[config.mk]
export PLATFORM = sky130hd
export DESIGN_NAME = vote_rank_ctrl_flat
export DESIGN_NICKNAME = d
export VERILOG_FILES = /design/src/rtl/vote_rank_pkg.sv /design/src/rtl/vote_rank_ctrl_if.sv /design/src/rtl/score_calculator.sv /design/src/rtl/vote_max_scan.sv /design/src/rtl/vote_rank_ctrl.sv /design/src/flat_wrapper.sv
export SDC_FILE = /design/constraint.sdc
export NUM_CORES = 1
export LEC_CHECK = 0
export ABC_AREA = 1
export BUFFER_PORTS_ARGS = -buffer_cell sky130_fd_sc_hd__buf_2
export CAP_MARGIN = 10
export CORE_MARGIN = 2
export CORE_UTILIZATION = 61
export CTS_CLUSTER_SIZE = 14
export DETAILED_ROUTE_END_ITERATION = 8
export PLACE_DENSITY_LB_ADDON = 0.3
export SLEW_MARGIN = 20
export SYNTH_ARGS = -nofsm -noshare
export SYNTH_HDL_FRONTEND = slang
export SYNTH_HIERARCHICAL = 1
export SYNTH_SLANG_ARGS = --single-unit
[constraint.sdc]
create_clock -name clk -period 4.42 [get_ports clk]
set_input_delay 0 -clock clk [delete_from_list [all_inputs] [get_ports clk]]
set_output_delay 0 -clock clk [all_outputs]
set_load 0.005 [all_outputs]
[src/rtl/vote_rank_pkg.sv]
// Shared types and constants for the vote-ranking controller.
//   NUM_CAND_DEF : default number of candidate slots
//   DW           : width of code, score and token
//   state_t      : controller states
//   slot_t       : one stored candidate {token, score, valid, picked}
package vote_rank_pkg;

    localparam int unsigned NUM_CAND_DEF = 7;
    localparam int unsigned DW           = 4;

    typedef enum logic [1:0] {
        IDLE,
        COLLECT,
        SCAN,
        OUT
    } state_t;

    typedef struct packed {
        logic [DW-1:0] token;
        logic [DW-1:0] score;
        logic          valid;
        logic          picked;
    } slot_t;

endpackage

[src/rtl/vote_rank_ctrl_if.sv]
// Handshake bundle between an election driver and vote_rank_ctrl.
//   start/n                  : begin an election with token base n
//   busy                     : controller not idle
//   in_valid/in_ready        : candidate code handshake, in_code + in_last
//   out_valid/out_ready      : result handshake, r1..r3 + r_count
interface vote_rank_ctrl_if;
    import vote_rank_pkg::*;

    logic          start;
    logic [DW-1:0] n;
    logic          busy;
    logic          in_valid;
    logic          in_ready;
    logic [DW-1:0] in_code;
    logic          in_last;
    logic          out_valid;
    logic          out_ready;
    logic [DW-1:0] r1;
    logic [DW-1:0] r2;
    logic [DW-1:0] r3;
    logic [1:0]    r_count;

    modport master (
        output start, n, in_valid, in_code, in_last, out_ready,
        input  busy, in_ready, out_valid, r1, r2, r3, r_count
    );

    modport slave (
        input  start, n, in_valid, in_code, in_last, out_ready,
        output busy, in_ready, out_valid, r1, r2, r3, r_count
    );

endinterface

[src/rtl/score_calculator.sv]
// Combinational score of one candidate code from its four vote bits.
//   d1..d4  : vote bits, d1 carries weight 8 down to d4 weight 1
//   score_c : resulting unsigned score
module score_calculator
    import vote_rank_pkg::*;
(
    input  logic          d1,
    input  logic          d2,
    input  logic          d3,
    input  logic          d4,
    output logic [DW-1:0] score_c
);

    assign score_c = DW'({d1, d2, d3, d4});

endmodule

[src/rtl/vote_max_scan.sv]
// One ranking pass: walks slots 0..entries-1, one per cycle, tracking the
// highest-scoring unpicked slot. Strict > keeps the earliest slot on ties.
//   pass_start  : (re)start a pass from slot 0 at the next edge
//   slots       : candidate slot vector
//   entries     : number of filled slots (>= 1)
//   win_idx_c   : winner index, valid while pass_done_c is high
//   pass_done_c : high during the cycle the last slot is examined
module vote_max_scan
    import vote_rank_pkg::*;
#(
    parameter  int unsigned NUM_CAND = NUM_CAND_DEF,
    localparam int unsigned IW       = (NUM_CAND > 1) ? $clog2(NUM_CAND) : 1,
    localparam int unsigned CW       = $clog2(NUM_CAND + 1)
) (
    input  logic                   clk,
    input  logic                   rst,
    input  logic                   pass_start,
    input  slot_t [NUM_CAND-1:0]   slots,
    input  logic [CW-1:0]          entries,
    output logic [IW-1:0]          win_idx_c,
    output logic                   pass_done_c
);

    logic          active_q;
    logic [IW-1:0] idx_q;
    logic [IW-1:0] best_idx_q;
    logic [DW-1:0] best_score_q;
    logic          found_q;

    slot_t cur;
    logic  cand;
    logic  last;

    // Compare the current slot against the running best; winner includes it.
    always_comb begin
        cur         = slots[idx_q];
        cand        = cur.valid && !cur.picked &&
                      (!found_q || (cur.score > best_score_q));
        last        = (CW'(idx_q) == (entries - CW'(1)));
        pass_done_c = active_q && last;
        win_idx_c   = cand ? idx_q : best_idx_q;
    end

    // Pass walker state.
    always_ff @(posedge clk) begin
        if (rst) begin
            active_q     <= 1'b0;
            idx_q        <= '0;
            best_idx_q   <= '0;
            best_score_q <= '0;
            found_q      <= 1'b0;
        end else if (pass_start) begin
            active_q     <= 1'b1;
            idx_q        <= '0;
            best_idx_q   <= '0;
            best_score_q <= '0;
            found_q      <= 1'b0;
        end else if (active_q) begin
            if (cand) begin
                best_idx_q   <= idx_q;
                best_score_q <= cur.score;
                found_q      <= 1'b1;
            end
            if (last) begin
                active_q <= 1'b0;
            end else begin
                idx_q <= idx_q + IW'(1);
            end
        end
    end

endmodule

[src/rtl/vote_rank_ctrl.sv]
// Sequential vote-ranking controller: collects up to NUM_CAND codes, scores
// each with a shared score_calculator, ranks the top three by repeated max
// scans and presents their tokens on an output handshake.
//   clk, rst : clock, synchronous active-high reset
//   bus      : slave side of vote_rank_ctrl_if (start/n, input and result handshakes)
module vote_rank_ctrl
    import vote_rank_pkg::*;
#(
    parameter int unsigned NUM_CAND = NUM_CAND_DEF
) (
    input  logic       clk,
    input  logic       rst,
    vote_rank_ctrl_if.slave bus
);

    localparam int unsigned IW = (NUM_CAND > 1) ? $clog2(NUM_CAND) : 1;
    localparam int unsigned CW = $clog2(NUM_CAND + 1);

    state_t               state_q, state_d;
    slot_t [NUM_CAND-1:0] slots_q;
    logic [CW-1:0]        entries_q;
    logic [DW-1:0]        n_q;
    logic [1:0]           pass_cnt_q;
    logic                 pass_kick_q;
    logic                 busy_q, in_ready_q, out_valid_q;
    logic [DW-1:0]        r1_q, r2_q, r3_q;
    logic [1:0]           r_count_q;

    logic          accept_c;
    logic          final_pass_c;
    logic          pass_start_c;
    logic [DW-1:0] score_c;
    logic [IW-1:0] win_idx_c;
    logic          pass_done_c;

    score_calculator u_score (
        .d1      (bus.in_code[3]),
        .d2      (bus.in_code[2]),
        .d3      (bus.in_code[1]),
        .d4      (bus.in_code[0]),
        .score_c (score_c)
    );

    vote_max_scan #(.NUM_CAND(NUM_CAND)) u_scan (
        .clk         (clk),
        .rst         (rst),
        .pass_start  (pass_start_c),
        .slots       (slots_q),
        .entries     (entries_q),
        .win_idx_c   (win_idx_c),
        .pass_done_c (pass_done_c)
    );

    // Next state and pass sequencing; ranking stops at three or when slots run out.
    always_comb begin
        state_d      = state_q;
        accept_c     = in_ready_q && bus.in_valid;
        final_pass_c = (pass_cnt_q == 2'd2) ||
                       ((CW'(pass_cnt_q) + CW'(1)) == entries_q);
        pass_start_c = pass_kick_q || (pass_done_c && !final_pass_c);
        case (state_q)
            IDLE:    if (bus.start) state_d = COLLECT;
            COLLECT: if (accept_c && (bus.in_last || (entries_q == CW'(NUM_CAND - 1))))
                         state_d = SCAN;
            SCAN:    if (pass_done_c && final_pass_c) state_d = OUT;
            OUT:     if (out_valid_q && bus.out_ready) state_d = IDLE;
            default: state_d = IDLE;
        endcase
    end

    // State register, slot storage and registered outputs.
    always_ff @(posedge clk) begin
        if (rst) begin
            state_q     <= IDLE;
            slots_q     <= '0;
            entries_q   <= '0;
            n_q         <= '0;
            pass_cnt_q  <= '0;
            pass_kick_q <= 1'b0;
            busy_q      <= 1'b0;
            in_ready_q  <= 1'b0;
            out_valid_q <= 1'b0;
            r1_q        <= '0;
            r2_q        <= '0;
            r3_q        <= '0;
            r_count_q   <= '0;
        end else begin
            state_q     <= state_d;
            busy_q      <= (state_d != IDLE);
            in_ready_q  <= (state_d == COLLECT);
            out_valid_q <= (state_d == OUT);
            // First pass is launched the cycle after entering SCAN.
            pass_kick_q <= (state_q == COLLECT) && (state_d == SCAN);

            if ((state_q == IDLE) && bus.start) begin
                n_q        <= bus.n;
                entries_q  <= '0;
                pass_cnt_q <= '0;
                slots_q    <= '0;
                r1_q       <= '0;
                r2_q       <= '0;
                r3_q       <= '0;
                r_count_q  <= '0;
            end

            if (accept_c) begin
                slots_q[IW'(entries_q)] <= '{token:  DW'(n_q + DW'(entries_q)),
                                             score:  score_c,
                                             valid:  1'b1,
                                             picked: 1'b0};
                entries_q <= entries_q + CW'(1);
            end

            if (pass_done_c) begin
                slots_q[win_idx_c].picked <= 1'b1;
                case (pass_cnt_q)
                    2'd0:    r1_q <= slots_q[win_idx_c].token;
                    2'd1:    r2_q <= slots_q[win_idx_c].token;
                    default: r3_q <= slots_q[win_idx_c].token;
                endcase
                r_count_q  <= pass_cnt_q + 2'd1;
                pass_cnt_q <= pass_cnt_q + 2'd1;
            end
        end
    end

    assign bus.busy      = busy_q;
    assign bus.in_ready  = in_ready_q;
    assign bus.out_valid = out_valid_q;
    assign bus.r1        = r1_q;
    assign bus.r2        = r2_q;
    assign bus.r3        = r3_q;
    assign bus.r_count   = r_count_q;

endmodule

[src/flat_wrapper.sv]
// flat-port wrapper written by rule: the top's interface ports become plain ports
module vote_rank_ctrl_flat import vote_rank_pkg::*;
#(
    parameter int unsigned NUM_CAND = NUM_CAND_DEF
)
  (clk, rst, bus_start, bus_n, bus_in_valid, bus_in_code, bus_in_last, bus_out_ready, bus_busy, bus_in_ready, bus_out_valid, bus_r1, bus_r2, bus_r3, bus_r_count);
  vote_rank_ctrl_if bus_i ();
  input  logic clk;
  input  logic rst;
  input wire logic [$bits(bus_i.start)-1:0] bus_start;
  input wire logic [$bits(bus_i.n)-1:0] bus_n;
  input wire logic [$bits(bus_i.in_valid)-1:0] bus_in_valid;
  input wire logic [$bits(bus_i.in_code)-1:0] bus_in_code;
  input wire logic [$bits(bus_i.in_last)-1:0] bus_in_last;
  input wire logic [$bits(bus_i.out_ready)-1:0] bus_out_ready;
  output wire logic [$bits(bus_i.busy)-1:0] bus_busy;
  output wire logic [$bits(bus_i.in_ready)-1:0] bus_in_ready;
  output wire logic [$bits(bus_i.out_valid)-1:0] bus_out_valid;
  output wire logic [$bits(bus_i.r1)-1:0] bus_r1;
  output wire logic [$bits(bus_i.r2)-1:0] bus_r2;
  output wire logic [$bits(bus_i.r3)-1:0] bus_r3;
  output wire logic [$bits(bus_i.r_count)-1:0] bus_r_count;
  assign bus_i.start = bus_start;
  assign bus_i.n = bus_n;
  assign bus_i.in_valid = bus_in_valid;
  assign bus_i.in_code = bus_in_code;
  assign bus_i.in_last = bus_in_last;
  assign bus_i.out_ready = bus_out_ready;
  assign bus_busy = bus_i.busy;
  assign bus_in_ready = bus_i.in_ready;
  assign bus_out_valid = bus_i.out_valid;
  assign bus_r1 = bus_i.r1;
  assign bus_r2 = bus_i.r2;
  assign bus_r3 = bus_i.r3;
  assign bus_r_count = bus_i.r_count;
  vote_rank_ctrl #(.NUM_CAND(NUM_CAND)) u_core (.clk(clk), .rst(rst), .bus(bus_i));
endmodule
### Word-level counts from Yosys, hierarchy flattened

Index checks and enable logic that the tools add are counted.

| word-level totals | value |
|---|---|
| bits in registers | 109 |
| output and inout port bits | 17 |
| input bits | 14 |
| word-level logic and storage cells | 133 |

| cells by class | value |
|---|---|
| bitwise operators | 1 |
| magnitude comparators | 6 |
| $add $sub $neg | 6 |
| equality and inequality tests | 11 |
| mux-type cells | 37 |
| reductions and logical operators | 28 |

Operators with widths:

| cell | count |
|---|---|
| two-way mux 70 bit | 5 |
| bitwise mux 70 bit | 2 |
| binary-select mux 10 bit (select 3 bit) | 2 |
| demux 10 bit (select 3 bit) | 2 |
| two-way mux 4 bit | 9 |
| two-way mux 10 bit | 2 |
| logical AND 1 bit | 12 |
| less-than comparator 3 x 4 -> 1 bit, second input constant | 3 |
| two-way mux 2 bit | 6 |
| equality test 2 bit, second input constant | 5 |
| two-way mux 3 bit | 3 |
| one-hot mux 2 bit (4 select lines) | 1 |
| adder 3 x 1 -> 3 bit, second input constant | 2 |
| equality test 2 x 1 -> 1 bit, second input constant | 3 |
| equality test 3 bit | 2 |
| >= comparator 3 x 1 -> 1 bit, second input constant | 2 |
| two-way mux 6 bit | 1 |
| nonzero test 2 bit | 3 |
| adder 4 x 3 -> 4 bit | 1 |
| > comparator 4 bit | 1 |
| logical NOT 2 bit | 2 |
| logical OR 1 bit | 4 |
| two-way mux 1 bit | 4 |
| AND reduction 2 bit | 2 |
| 7 further kinds | 10 |

### Longest topological paths before layout

| depth | value |
|---|---|
| word-level depth | 12 |
| depth in mapped cells | 27 |
| mapped depth without buffers | 26 |

### Hierarchy

The synthesis kept the hierarchy.

By module, submodules not included:

| module | cells an instance | area each (um^2) | seq. area each (um^2) | instances |
|---|---|---|---|---|
| vote_rank_ctrl | 548 | 4087.7 | 1941.9 | 1 |
| vote_max_scan | 200 | 1167.4 | 240.2 | 1 |
| score_calculator | 4 | 30.0 | 0.0 | 1 |

### Worst setup path before layout

Ideal clock, no wire load.

| path | value |
|---|---|
| path type | register to register |
| from | register u_core.u_scan.idx_q[0] |
| to | register u_core.r1_q[3], in the netlist u_core/bus.r1[3] |
| slack | 1184 ps |
| required time | 4304 ps |
| setup time | 116 ps |
| arrival time | 3121 ps |
| path buffers | 2 |
| clock period less this slack | 3236 ps |
| cell stages (with the launch flop) | 25 |
| path through | dfxtp_1 buf_4 buf_2 o21ai_0 o22ai_1 inv_1 o21ai_0 inv_1 ha_1 inv_1 nand2_1 nand2_1 nand2_1 nand2_1 nand2_1 nand2_1 nand2_1 o21ai_0 nor2_4 nand2_1 nand2_1 o21ai_0 o21ai_1 o21ai_0 inv_1 |

| on the way | value |
|---|---|
| cells in the longest elaborated chain, start to end | 10 |
| elaborated cells between the ends (all ways) | 14 |
| classes of those cells | order compare: 1; eq/ne: 1; mux: 7; reduce/logical: 5 |

Ends and longest elaborated chain:

| item | line | RTL |
|---|---|---|
| start, declared | vote_max_scan.sv:25 | `logic [IW-1:0] idx_q;` |
| start signal, assigned | vote_max_scan.sv:67 | `idx_q <= idx_q + IW'(1);` |
| binary-select mux 10 bit (select 3 bit) * | vote_max_scan.sv:36 | `cur = slots[idx_q];` |
| two-way mux 6 bit (implied by the code) * | vote_max_scan.sv:36 |  |
| > comparator 4 bit or logical NOT 1 bit (tied branches) | vote_max_scan.sv:38, vote_max_scan.sv:37 |  |
| logical OR 1 bit or logical AND 1 bit (tied branches) | vote_max_scan.sv:38, vote_max_scan.sv:37 |  |
| logical AND 1 bit * | vote_max_scan.sv:37 | `cand = cur.valid && !cur.picked &&` |
| two-way mux 3 bit * | n/a |  |
| named net u_core.win_idx_c[2] | vote_rank_ctrl.sv:33 | `logic [IW-1:0] win_idx_c;` |
| binary-select mux 10 bit (select 3 bit) * | vote_rank_ctrl.sv:117 | `2'd0: r1_q <= slots_q[win_idx_c].token;` |
| two-way mux 10 bit (implied by the code) * | vote_rank_ctrl.sv:117 |  |
| two-way mux 4 bit * | vote_rank_ctrl.sv:116 | `case (pass_cnt_q)` |
| two-way mux 4 bit * | vote_rank_ctrl.sv:114 | `if (pass_done_c) begin` |
| end signal, assigned | vote_rank_ctrl.sv:117 |  |
| end, declared | vote_rank_ctrl.sv:26 | `logic [DW-1:0] r1_q, r2_q, r3_q;` |

The timed path passes the listed nets; every way through them passes the cells marked *. The select of a mux whose other input is x is not followed.
A chain may end at the register's enable or synchronous reset.

### Worst setup path after layout

| path | value |
|---|---|
| from | register u_core.u_scan.idx_q[1] |
| to | register u_core.r3_q[0], in the netlist u_core/bus.r3[0] |

| on the way | value |
|---|---|
| cells in the longest elaborated chain, start to end | 10 |
| elaborated cells between the ends (all ways) | 14 |
| classes of those cells | order compare: 1; eq/ne: 1; mux: 7; reduce/logical: 5 |

Ends and longest elaborated chain:

| item | line | RTL |
|---|---|---|
| binary-select mux 10 bit (select 3 bit) * | vote_max_scan.sv:36 |  |
| two-way mux 6 bit (implied by the code) * | vote_max_scan.sv:36 |  |
| > comparator 4 bit or logical NOT 1 bit (tied branches) | vote_max_scan.sv:38, vote_max_scan.sv:37 |  |
| logical OR 1 bit or logical AND 1 bit (tied branches) | vote_max_scan.sv:38, vote_max_scan.sv:37 |  |
| logical AND 1 bit * | vote_max_scan.sv:37 |  |
| two-way mux 3 bit * | n/a |  |
| named net u_core.win_idx_c[0] | vote_rank_ctrl.sv:33 |  |
| binary-select mux 10 bit (select 3 bit) * | vote_rank_ctrl.sv:119 | `default: r3_q <= slots_q[win_idx_c].token;` |
| two-way mux 10 bit (implied by the code) * | vote_rank_ctrl.sv:119 |  |
| two-way mux 4 bit * | vote_rank_ctrl.sv:116 |  |
| two-way mux 4 bit * | vote_rank_ctrl.sv:114 |  |
| end signal, assigned | vote_rank_ctrl.sv:119 |  |
| end, declared | vote_rank_ctrl.sv:26 |  |

Marks and branches as above.

==> impl_metrics.env <==
export IMPL_status="finished clean"
export IMPL_dp_hpwl_um=8450
export IMPL_comb_power_share_pct=8.8
export IMPL_critPathSlowestCell="dfxtp_1"
export IMPL_syn_cell_area_mm2=0.00529
export IMPL_setup_slack_ps=784
export IMPL_path_max_fanout=12
export IMPL_hold_viol=0
export IMPL_fin_util_pct=68.2
export IMPL_ir_drop_mv=0.205
export IMPL_avgSynthCellArea_um2=7.03
export IMPL_yosys_area_top_type="dfxtp_1"
export IMPL_routed_wl_um=12500
export IMPL_cp_start_kind="register"
export IMPL_power_frac_clock_pct=33.4
export IMPL_rsz0062_at_grt="false"
export IMPL_cts_setup_buffers=0
export IMPL_cpPeakStageDelay_ps=600
export IMPL_design_area_mm2=0.00566
export IMPL_layout_common_cells="nand2_1 (197), dfxtp_1 (108), a21oi_1 (94), o21ai_0 (86), inv_1 (66)"
export IMPL_synth_top_cell_area_share_pct=41.3
export IMPL_fp_row_count=33
export IMPL_worst_pin_slew_ps=926
export IMPL_clock_sinks=109
export IMPL_worstSetupPathType="reg -> reg"
export IMPL_hold_path_class="in -> reg"
export IMPL_cts_tree="built"
export IMPL_switchingPower_mw=0.480
export IMPL_grt_pass1_vias=4705
export IMPL_cp_startpoint="u_core/u_scan/idx_q[1]$_SDFFE_PP0P_"
export IMPL_cp_arrival_ps=3910
export IMPL_diodes=0
export IMPL_grt_pass1_wl_um=21300
export IMPL_skew_ps=11.1
export IMPL_place_area_mm2=0.00538
export IMPL_p_int_mw=1.26
export IMPL_cts_root_buf="clkbuf_8"
export IMPL_routedWlPerCell_um=14.3
export IMPL_setup_tns_ps=0
export IMPL_mostFrequentLayoutCell="nand2_1"
export IMPL_yosysSeqAreaShare_pct=41.3
export IMPL_required_ps=4700
export IMPL_crit_chain="inv_4 -> nor2_8 -> nand2_1 -> o21ai_0 -> nand2_1 -> o21ai_0 -> inv_1 -> ha_1 -> inv_1 -> nand2_1 -> nand2_1 -> nand2_1 -> nand2_1 -> nand2_1 -> nand2_1 -> nand2_1 -> o21ai_1 -> inv_1 -> o21ai_0 -> nand3_1 -> nand2_1 -> nand2_2 -> o21ai_0 -> inv_1"
export IMPL_initial_utilization_pct=63.7
export IMPL_leakagePower_nw=2.40
export IMPL_via_per_inst=5.57
export IMPL_drv_cap=0
export IMPL_grt_use_total_pct=27.2
export IMPL_p_sw_share_pct=27.5
export IMPL_pre_cts_ws_ps=600
export IMPL_grt_max_degree=50
export IMPL_grt_antenna_before_repair=0
export IMPL_synth_main_ff_cell="dfxtp_1"
export IMPL_cpLargestDelayFamily="simple AND/OR/NAND/NOR gates"
export IMPL_p_per_area_mw_per_mm2=308
export IMPL_power_mw=1.74
export IMPL_die_width_um=97.1
export IMPL_die_h_um=97.1
export IMPL_worstSkewPairLatency_ps=380
export IMPL_drive_above_1_share_pct=10.5
export IMPL_cpMostUsedCell="nand2_1"
export IMPL_coreArea_mm2=0.00830
export IMPL_synthDistinctLibCells=39
export IMPL_finalCritPeriodShare_pct=82.3
export IMPL_power_share_sequential_pct=57.8
export IMPL_drt_iter0_markers=326
export IMPL_fmax_mhz=275
export IMPL_syn_nets=782
export IMPL_fin_crit_ps=3640
export IMPL_timing_hold_worst_start="bus_out_ready"
export IMPL_nets=795
export IMPL_synth_cells=752
export IMPL_area_growth_pct=7.08
export IMPL_critPathBufInv=5
export IMPL_via_count=4874
export IMPL_async_reset_ff_share_pct=0
export IMPL_cts_max_level=3
export IMPL_synth_edf_count=0
export IMPL_rr_startpoint="u_core/u_scan/idx_q[1]$_SDFFE_PP0P_"
export IMPL_end_kind="register"
export IMPL_synth_area_leaders="dfxtp_1 (41%), nand2_1 (14%), a21oi_1 (8.9%)"
export IMPL_finalMaxSlewViolations=0
export IMPL_drtPass1Iterations=5
export IMPL_ant_nets=0
export IMPL_ys_warn_count=6
export IMPL_dp_cells=850
export IMPL_gr_total_overflow=0
export IMPL_finalSetupViolCount=0
export IMPL_port_buffers=30
export IMPL_hold_slack_ps=84.1
export IMPL_drc=0
export IMPL_die_area_mm2=0.00942
export IMPL_finalNonFillerCells=875
export IMPL_place_congestion=0.906
export IMPL_slew_headroom_pct=38.1
export IMPL_clk_pin_slew_ps=110
export IMPL_cts_inserted_buffers=9
export IMPL_top_level_ports=31
export IMPL_clockBufferDepth=2
export IMPL_synth_seq_cells=109
==> cell type report <==
class,instances,area (µm²)
clock inverter,7,68.8
clock buffer,9,124
sequential,109,2180
timing repair buffer,43,270
inverter,77,292
fill,708,2640
tap,105,131
multi-input combinational,525,2590
==> kinds of logic (layout without fill, tap and decap cells) <==
logic type / count (synthesis) / in the layout / share of synthesized area, %
xor+xnor: 7 / 7 / 1.16
buf+inv: 118 / 136 / 9.75
compound gates: 195 / 195 / 19.0
simple gates: 307 / 307 / 24.8
fa+ha+maj: 16 / 16 / 3.93
flops: 109 / 109 / 41.3
==> power by group through the flow <==
| stage | combinational, mW | sequential [mW] | clock (mW) |
|---|---|---|---|
| after floorplan | 0.115 | 1.03 | 0 |
| after global placement | 0.140 | 1.03 | 0 |
| after detailed placement | 0.146 | 1.03 | 0 |
| after CTS | 0.152 | 1.01 | 0.599 |
| after global routing | 0.175 | 1.01 | 0.629 |
| final | 0.154 | 1.01 | 0.582 |
==> Yosys cell counts (2+ instances only) <==
cell and number:
nand2_1 198, dfxtp_1 109, a21oi_1 94, o21ai_0 86, inv_1 66, nor2_1 54, nand3_1 28, buf_2 22
ha_1 15, inv_2 9, clkbuf_1 8, buf_4 7, nand2_2 5, nand4_1 5, xnor2_1 5, nor2_2 4
nor2_4 4, o21ai_1 4, a32oi_1 3, o211ai_1 3, a211oi_1 2, buf_6 2, or2_2 2, xor2_1 2
==> state kept, by name, indices dropped and copies added (netlist names), 2 cells and up <==
register	cells
u_core/entries_q	3
u_core/n_q	4
u_core/bus.r_count	2
u_core/u_scan/best_score_q	4
u_core/u_scan/idx_q	3
u_core/u_scan/best_idx_q	3
u_core/bus.r2	4
u_core/state_q	2
u_core/bus.r1	4
u_core/bus.r3	4
u_core/slots_q	70
==> worst register-to-register path, cell delays in order (launching register included) <==
cell,delay [ps]
dfxtp_1,600
inv_4,160
nor2_8,180
nand2_1,70
o21ai_0,90
nand2_1,60
o21ai_0,120
inv_1,80
ha_1,180
inv_1,50
nand2_1,40
nand2_1,50
nand2_1,40
nand2_1,50
nand2_1,50
nand2_1,180
nand2_1,170
o21ai_1,360
inv_1,260
o21ai_0,300
nand3_1,120
nand2_1,100
nand2_2,60
o21ai_0,140
inv_1,50
==> per-layer routing <==
layer | GRT usage, % | part of all wire, % | wire length [µm] | up-vias
li1 | - | - | - | 2455
met1 | 32.4 | 42 | 5310 | 2210
met2 | 47.4 | 49 | 6080 | 172
met3 | 5.47 | 5.9 | 735 | 37
met4 | 12.1 | 3.2 | 406 | 0
met5 | 0 | 0 | 0 | -
==> final timing paths <==
kind                                         to  slack (ps)  cells after the start
min              u_core/bus.in_ready$_SDFF_PP0_          80                      5
max reg2reg         u_core/bus.r3[0]$_SDFF_PP0_         780                     24
min reg2reg  u_core/u_scan/found_q$_SDFFE_PP0P_         460                      2
max                 u_core/bus.r3[0]$_SDFF_PP0_         780                     24
==> timing repair <==
item,CTS,global route
endpoints found under the hold margin,25,0
hold buffers,9,0
resized for setup,0,1
setup endpoints to repair,0,1
Power figures use the tool's default switching activity.
